**src/rtl/fifo_reader_pkg.sv**
```systemverilog
// Shared types and sizing helpers for the FIFO read-side stream consumer.
// Burst grouping is compiled in with `define FIFO_READER_BURST_EN.
package fifo_reader_pkg;

  typedef enum logic {
    ST_IDLE  = 1'b0,
    ST_BURST = 1'b1
  } burst_st_e;

  // Skid occupancy spans 0..2
  localparam int OCC_W = 2;

  // Fetch counter and captured length must hold BURST_LEN up to 2**depth_w
  function automatic int fetch_cnt_w(input int depth_w);
    return depth_w + 1;
  endfunction

  function automatic int tmo_cnt_w(input int timeout);
    return $clog2(timeout + 1);
  endfunction

endpackage

```
**src/rtl/stream_skid_buf.sv**
```systemverilog
// Two-entry data+last skid buffer. The head register drives the stream output
// directly, so output data is always registered and stable while stalled.
module stream_skid_buf
  import fifo_reader_pkg::*;
#(
  parameter int DATA_WIDTH = 8
) (
  input  logic                  clk,
  input  logic                  rst_n,
  input  logic                  push,
  input  logic [DATA_WIDTH-1:0] push_data,
  input  logic                  push_last,
  input  logic                  drain,
  output logic [OCC_W-1:0]      occ,
  output logic                  out_valid,
  output logic [DATA_WIDTH-1:0] out_data,
  output logic                  out_last
);

  typedef struct packed {
    logic                  last;
    logic [DATA_WIDTH-1:0] data;
  } ent_t;

  ent_t head_q, tail_q, in_ent;
  logic [OCC_W-1:0] occ_q;

  assign in_ent = '{last: push_last, data: push_data};

  // Pushes arriving at occ=2 cannot happen: the producer gates on occ<2.
  always_ff @(posedge clk or negedge rst_n) begin
    if (!rst_n) begin
      head_q <= '0;
      tail_q <= '0;
      occ_q  <= '0;
    end else begin
      case (occ_q)
        OCC_W'(0): begin
          if (push) begin
            head_q <= in_ent;
            occ_q  <= OCC_W'(1);
          end
        end
        OCC_W'(1): begin
          case ({push, drain})
            2'b10: begin
              tail_q <= in_ent;
              occ_q  <= OCC_W'(2);
            end
            2'b01: occ_q <= OCC_W'(0);
            2'b11: head_q <= in_ent;
            default: ;
          endcase
        end
        OCC_W'(2): begin
          if (drain) begin
            head_q <= tail_q;
            occ_q  <= OCC_W'(1);
          end
        end
        default: occ_q <= '0;
      endcase
    end
  end

  assign occ       = occ_q;
  assign out_valid = (occ_q != '0);
  assign out_data  = head_q.data;
  assign out_last  = head_q.last;

endmodule

```
**src/rtl/fifo_stream_reader.sv**
```systemverilog
// FIFO read-side consumer: pops a FWFT FIFO into a registered valid/ready stream.
// Define FIFO_READER_BURST_EN to group words into m_last-terminated bursts.
module fifo_stream_reader
  import fifo_reader_pkg::*;
#(
  parameter int DATA_WIDTH       = 8,
  parameter int FIFO_DEPTH_WIDTH = 11,
  parameter int BURST_LEN        = 16,
  parameter int TIMEOUT          = 64
) (
  input  logic                        clk_read,
  input  logic                        rst_n,
  input  logic                        fifo_empty,
  input  logic [DATA_WIDTH-1:0]       fifo_data,
  input  logic [FIFO_DEPTH_WIDTH-1:0] fifo_count,
  output logic                        fifo_read,
  output logic                        m_valid,
  input  logic                        m_ready,
  output logic [DATA_WIDTH-1:0]       m_data,
  output logic                        m_last
);

  logic [OCC_W-1:0] occ;
  logic             fetch_en;
  logic             pop;
  logic             pop_last;
  logic             drain;

  // Gated by rst_n so no word is consumed while the skid is held in reset
  assign pop       = rst_n && !fifo_empty && (occ < OCC_W'(2)) && fetch_en;
  assign fifo_read = pop;
  assign drain     = m_valid && m_ready;

`ifdef FIFO_READER_BURST_EN
  localparam int CW = fetch_cnt_w(FIFO_DEPTH_WIDTH);
  localparam int TW = tmo_cnt_w(TIMEOUT);

  burst_st_e       state_q, state_d;
  logic [CW-1:0]   fetch_cnt_q;
  logic [CW-1:0]   len_q, len_d;
  logic [CW-1:0]   count_ext;
  logic [TW-1:0]   tmo_q;
  logic            start;
  logic            burst_done;

  assign count_ext  = {1'b0, fifo_count};
  assign burst_done = (state_q == ST_BURST) && pop && ((fetch_cnt_q + 1'b1) == len_q);
  assign pop_last   = burst_done;

  always_ff @(posedge clk_read or negedge rst_n) begin
    if (!rst_n) begin
      state_q     <= ST_IDLE;
      len_q       <= '0;
      fetch_cnt_q <= '0;
      tmo_q       <= '0;
    end else begin
      state_q <= state_d;
      if (start) len_q <= len_d;
      if ((state_q == ST_BURST) && pop)
        fetch_cnt_q <= burst_done ? '0 : fetch_cnt_q + 1'b1;
      if (fifo_empty || start || (state_q == ST_BURST))
        tmo_q <= '0;
      else if (tmo_q != TW'(TIMEOUT))
        tmo_q <= tmo_q + 1'b1;
    end
  end

  // A full burst takes priority; a timeout flush drains whatever is resident,
  // at least one word since fifo_count may lag the empty flag.
  always_comb begin
    state_d = state_q;
    start   = 1'b0;
    len_d   = len_q;
    case (state_q)
      ST_IDLE: begin
        if (count_ext >= CW'(BURST_LEN)) begin
          start = 1'b1;
          len_d = CW'(BURST_LEN);
        end else if (tmo_q == TW'(TIMEOUT)) begin
          start = 1'b1;
          len_d = (fifo_count == '0) ? CW'(1) : count_ext;
        end
        if (start) state_d = ST_BURST;
      end
      ST_BURST: begin
        if (burst_done) state_d = ST_IDLE;
      end
      default: state_d = ST_IDLE;
    endcase
  end

  always_comb begin
    fetch_en = (state_q == ST_BURST);
  end
`else
  logic unused_cfg;

  assign fetch_en   = 1'b1;
  assign pop_last   = 1'b0;
  assign unused_cfg = &{1'b0, fifo_count, (BURST_LEN > 0), (TIMEOUT > 0)};
`endif

  stream_skid_buf #(
    .DATA_WIDTH(DATA_WIDTH)
  ) u_skid (
    .clk       (clk_read),
    .rst_n     (rst_n),
    .push      (pop),
    .push_data (fifo_data),
    .push_last (pop_last),
    .drain     (drain),
    .occ       (occ),
    .out_valid (m_valid),
    .out_data  (m_data),
    .out_last  (m_last)
  );

endmodule

```
**config.mk**
```make
export PLATFORM = sky130hd
export DESIGN_NAME = fifo_stream_reader
export DESIGN_NICKNAME = d
export VERILOG_FILES = /design/src/rtl/fifo_reader_pkg.sv /design/src/rtl/stream_skid_buf.sv /design/src/rtl/fifo_stream_reader.sv
export SDC_FILE = /design/constraint.sdc
export NUM_CORES = 1
export LEC_CHECK = 0
export CAP_MARGIN = 20
export CORE_MARGIN = 3
export CORE_UTILIZATION = 35
export CTS_BUF_LIST = sky130_fd_sc_hd__clkbuf_4
export DETAILED_ROUTE_END_ITERATION = 6
export GPL_ROUTABILITY_DRIVEN = 0
export PLACE_DENSITY = 0.72
export SYNTH_ARGS = -nofsm -noshare
export SYNTH_HDL_FRONTEND = slang
export SYNTH_SLANG_ARGS = --single-unit
```
**constraint.sdc**
```tcl
create_clock -name clk_read -period 3.15 [get_ports clk_read]
set_clock_uncertainty 0.1 [all_clocks]
set_input_delay 0.63 -clock clk_read [delete_from_list [all_inputs] [get_ports clk_read]]
set_output_delay 0.63 -clock clk_read [all_outputs]
set_load 0.02 [all_outputs]
```
==> summary.md <==
| Metric | Value |
|---|---|
| Outcome | completed |
| CP Capture Type | primary output |
| Crit-path cells | clkdlybuf4s50_1 -> or3b_4 -> clkinv_4 -> clkdlybuf4s50_1 |
| GR Overflow Total | 0 |
| Main combinational cell family by area after synthesis | compound AO/OA/AOI/OAI gates |
| Final setup viols | 0 |
| RSZ-0062 raised after global routing | false |
| Initial antenna violation count | 0 |
| Cell mode on critical path | clkdlybuf4s50_1 |
| Synth Area in Adders | 0 |
| Final #Nets | around 110 |
| Vias in the first global route | approximately 570 |
| Startpoint types | primary input |
| Core box area | ~2100 sq um |
| Cells on worst reg2reg path | 3 |
| CTS tree | built |
| CP arrival | roughly 2.3 ns |
| Clk slew on worst S/H paths | 0.09 ns |
| Pre-CTS setup slack | roughly 0.16 ns |
| Postcts setup bufs | 0 |
| #FFs+latches synth | 18 |
| Min-delay src | u_skid.tail_q[7] |
| Via count | 569 |
| Clk buf depth | 2 |
| Post-CTS resize count | 0 |
| Num CTS Buffers | 3 |
| WP buf/inv | 3 |
| Remaining DRCs | 0 |
| Number of DRC markers in iteration 0 | 10 |
| Final WL | 1.684 mm |
| Synth-to-layout area growth | 31.00% |
| Die W | ~55 um |
| Routed Antenna Nets | 0 |
| Synth Cell Area | 823.3 sq um |
| Synth Area in Compound Gates | 0.1520 |
| DRT Pass-1 Iters | 4 |
| Htree depth | 1 |
| Storage element area | around 450 sq um |
| Final worst slack | 0.1683 ns |
| Slew Viols, Final | 0 |
| Fillers | 200 |
| Synth unique cells | 21 |
| Crit path max fanout | 4 |
| Sequential fraction of the synthesis area | 0.5471 |
| CTS Hold Bufs | 0 |
| I/O pin cnt | 34 |
| Post-synthesis mux area share | 0.1216 |
| Worst R2R Setup Slack | approximately 1.5 ns |
| Cells after Synth | approximately 60 |
| Top Family by Delay on Critical Path | buffers and inverters |
| Hold Vio Cnt, Final | 0 |
| First-pass GRT wire length | 2.773 mm |
| Ratio of cells with drive above 1 in the final layout | 0.3171 |
| Hold depth | 1 |
| Final HPWL DP | around 1.2 mm |
| Synth Net Count | about 80 |
| Wire per inst | roughly 15 um |
| Placement row count | 16 |
| Syn_area_per_cell | 13.95 sq um |
| Worst skew pair latency | 0.29 ns |
| Port bufs | 21 |
| Via density | ~5.2 |
| Multi-input logic area | 341.6 sq um |
| Die Area | 2970 sq um |
| Number of max-cap violations | 0 |
| Max Freq | ~340 MHz |
| Fin crit period | a little under 3 ns |
| Number of clock sinks | 18 |
| Total GRT Usage | 0.1391 |
| Req. time, crit path | 2.42 ns |
| WS Path Type | primary input to primary output |
| Post-Synth Simple-Gate Area | 0.1368 |
| Root Driver | clkbuf_4 |
| XOR/XNOR Fraction of Synth Area | 0 |
| Pin count of the biggest net entering global routing | 20 |
| Die height | about 55 um |
| Starting density of the core | 0.3954 |
| PD cells | around 840 nW/um^2 |
| Hold Path End | u_skid.tail_q[7] |
| Hold crit path type | register to register |
| Antenna diodes | 0 |
| Slowest-stage cell, CP | clkdlybuf4s50_1 |
| RR Startpoint | u_skid.occ[1] |
| Worst R2R End | u_skid.out_data[2] |
| Pleak | around 0.44 nW |
| Max stage delay on crit path | about 0.60 ns |
| Setup_tns | 0 ns |
| Period utilisation layout | 0.9466 |
| VDD IR max | about 0.00043 V |
| Warnings, synthesis | 0 |
-- cells in the mapped netlist --
cell type,number,share of area
o221a_1,8,0.11
nand3b_1,1,0.0091
or3b_4,1,0.014
conb_1,1,0.0046
buf_4,1,0.0091
nand2_4,1,0.014
or2_2,8,0.061
and2b_2,1,0.011
nand2b_4,1,0.017
mux2i_1,1,0.012
nor2_1,1,0.0046
clkinv_4,1,0.011
o21ai_4,1,0.020
buf_6,1,0.014
inv_1,1,0.0046
a211oi_1,1,0.0091
nand2b_1,1,0.0076
dfrtp_1,18,0.55
mux2_2,8,0.11
a21oi_1,1,0.0061
o22ai_1,1,0.0076
-- power by group --
group	switching (mW)	leakage, nW	total (mW)	internal [mW]
Sequential	0.0628	0.211	0.403	0.340
Clock	0.0677	0.0138	0.112	0.0445
Combinational	0.173	0.217	0.390	0.216
-- placed cells by master, fill, tap and decap left out, drive strengths merged --
cell type / n
clkdlybuf4s50: 21
dfrtp: 18
or2: 8
o221a: 8
mux2: 8
clkbuf: 3
nand2b: 2
or3b: 1
clkinv: 1
nor2: 1
inv: 1
and2b: 1
nand3b: 1
o21ai: 1
mux2i: 1
a21oi: 1
o22ai: 1
nand2: 1
a211oi: 1
conb: 1
buf: 1
-- worst reg2reg max path, delay by kind of cell (launching register included) --
kind,cells,cell delay [ns]
flip-flops,1,0.43
AND/OR/NAND/NOR,1,0.46
AO/OA/AOI/OAI,2,0.55
-- cell type report --
cell class,instances,area share
inverter,2,0.01160
timing repair buffer,22,0.2019
multi-input combinational,37,0.3167
tap,27,0.03132
clock buffer,3,0.02088
sequential,18,0.4176
-- metrics by stage --
stage          instances  power (mW)  hold WS [ns]  area (sq um)    util
2_1_floorplan         59      0.6214        0.2344         823.3       -
3_3_place_gp         106      0.7823        0.3786          1056  0.5072
3_5_place_dp         106      0.7980        0.3862          1056  0.5072
4_1_cts              109      0.9153        0.4092          1079  0.5180
5_1_grt              109      0.9615        0.4288          1079  0.5180
6_report             109      0.9048        0.4033          1079  0.5180
-- logic make-up after synthesis --
kind of cell | Yosys count
AOI/OAI and AO/OA | 12
buffers and inverters | 4
DFF | 18
muxes | 9
other | 1
and+or+nand+nor | 15
-- worst max path at each step --
stage	start	slack (ns)	cells past startpoint	to
after floorplan	fifo_empty	1.28	2	fifo_read
after global placement	rst_n	0.16	4	fifo_read
after detailed placement	rst_n	0.16	4	fifo_read
after CTS	rst_n	0.16	4	fifo_read
after global routing	rst_n	0.13	4	fifo_read
final	rst_n	0.17	4	fifo_read
-- per-layer routing --
metal	GRT usage	share of wire
met1	0.1770	0.44
met5	0	0
met4	0.04979	0.012
met2	0.2112	0.48
met3	0.05722	0.069
-- registers in the layout (all words and copies together), names as in the netlist --
name and flops:
u_skid.occ 2, u_skid.out_data 8, u_skid.tail_q 8
(Power assumes the default switching activity.)
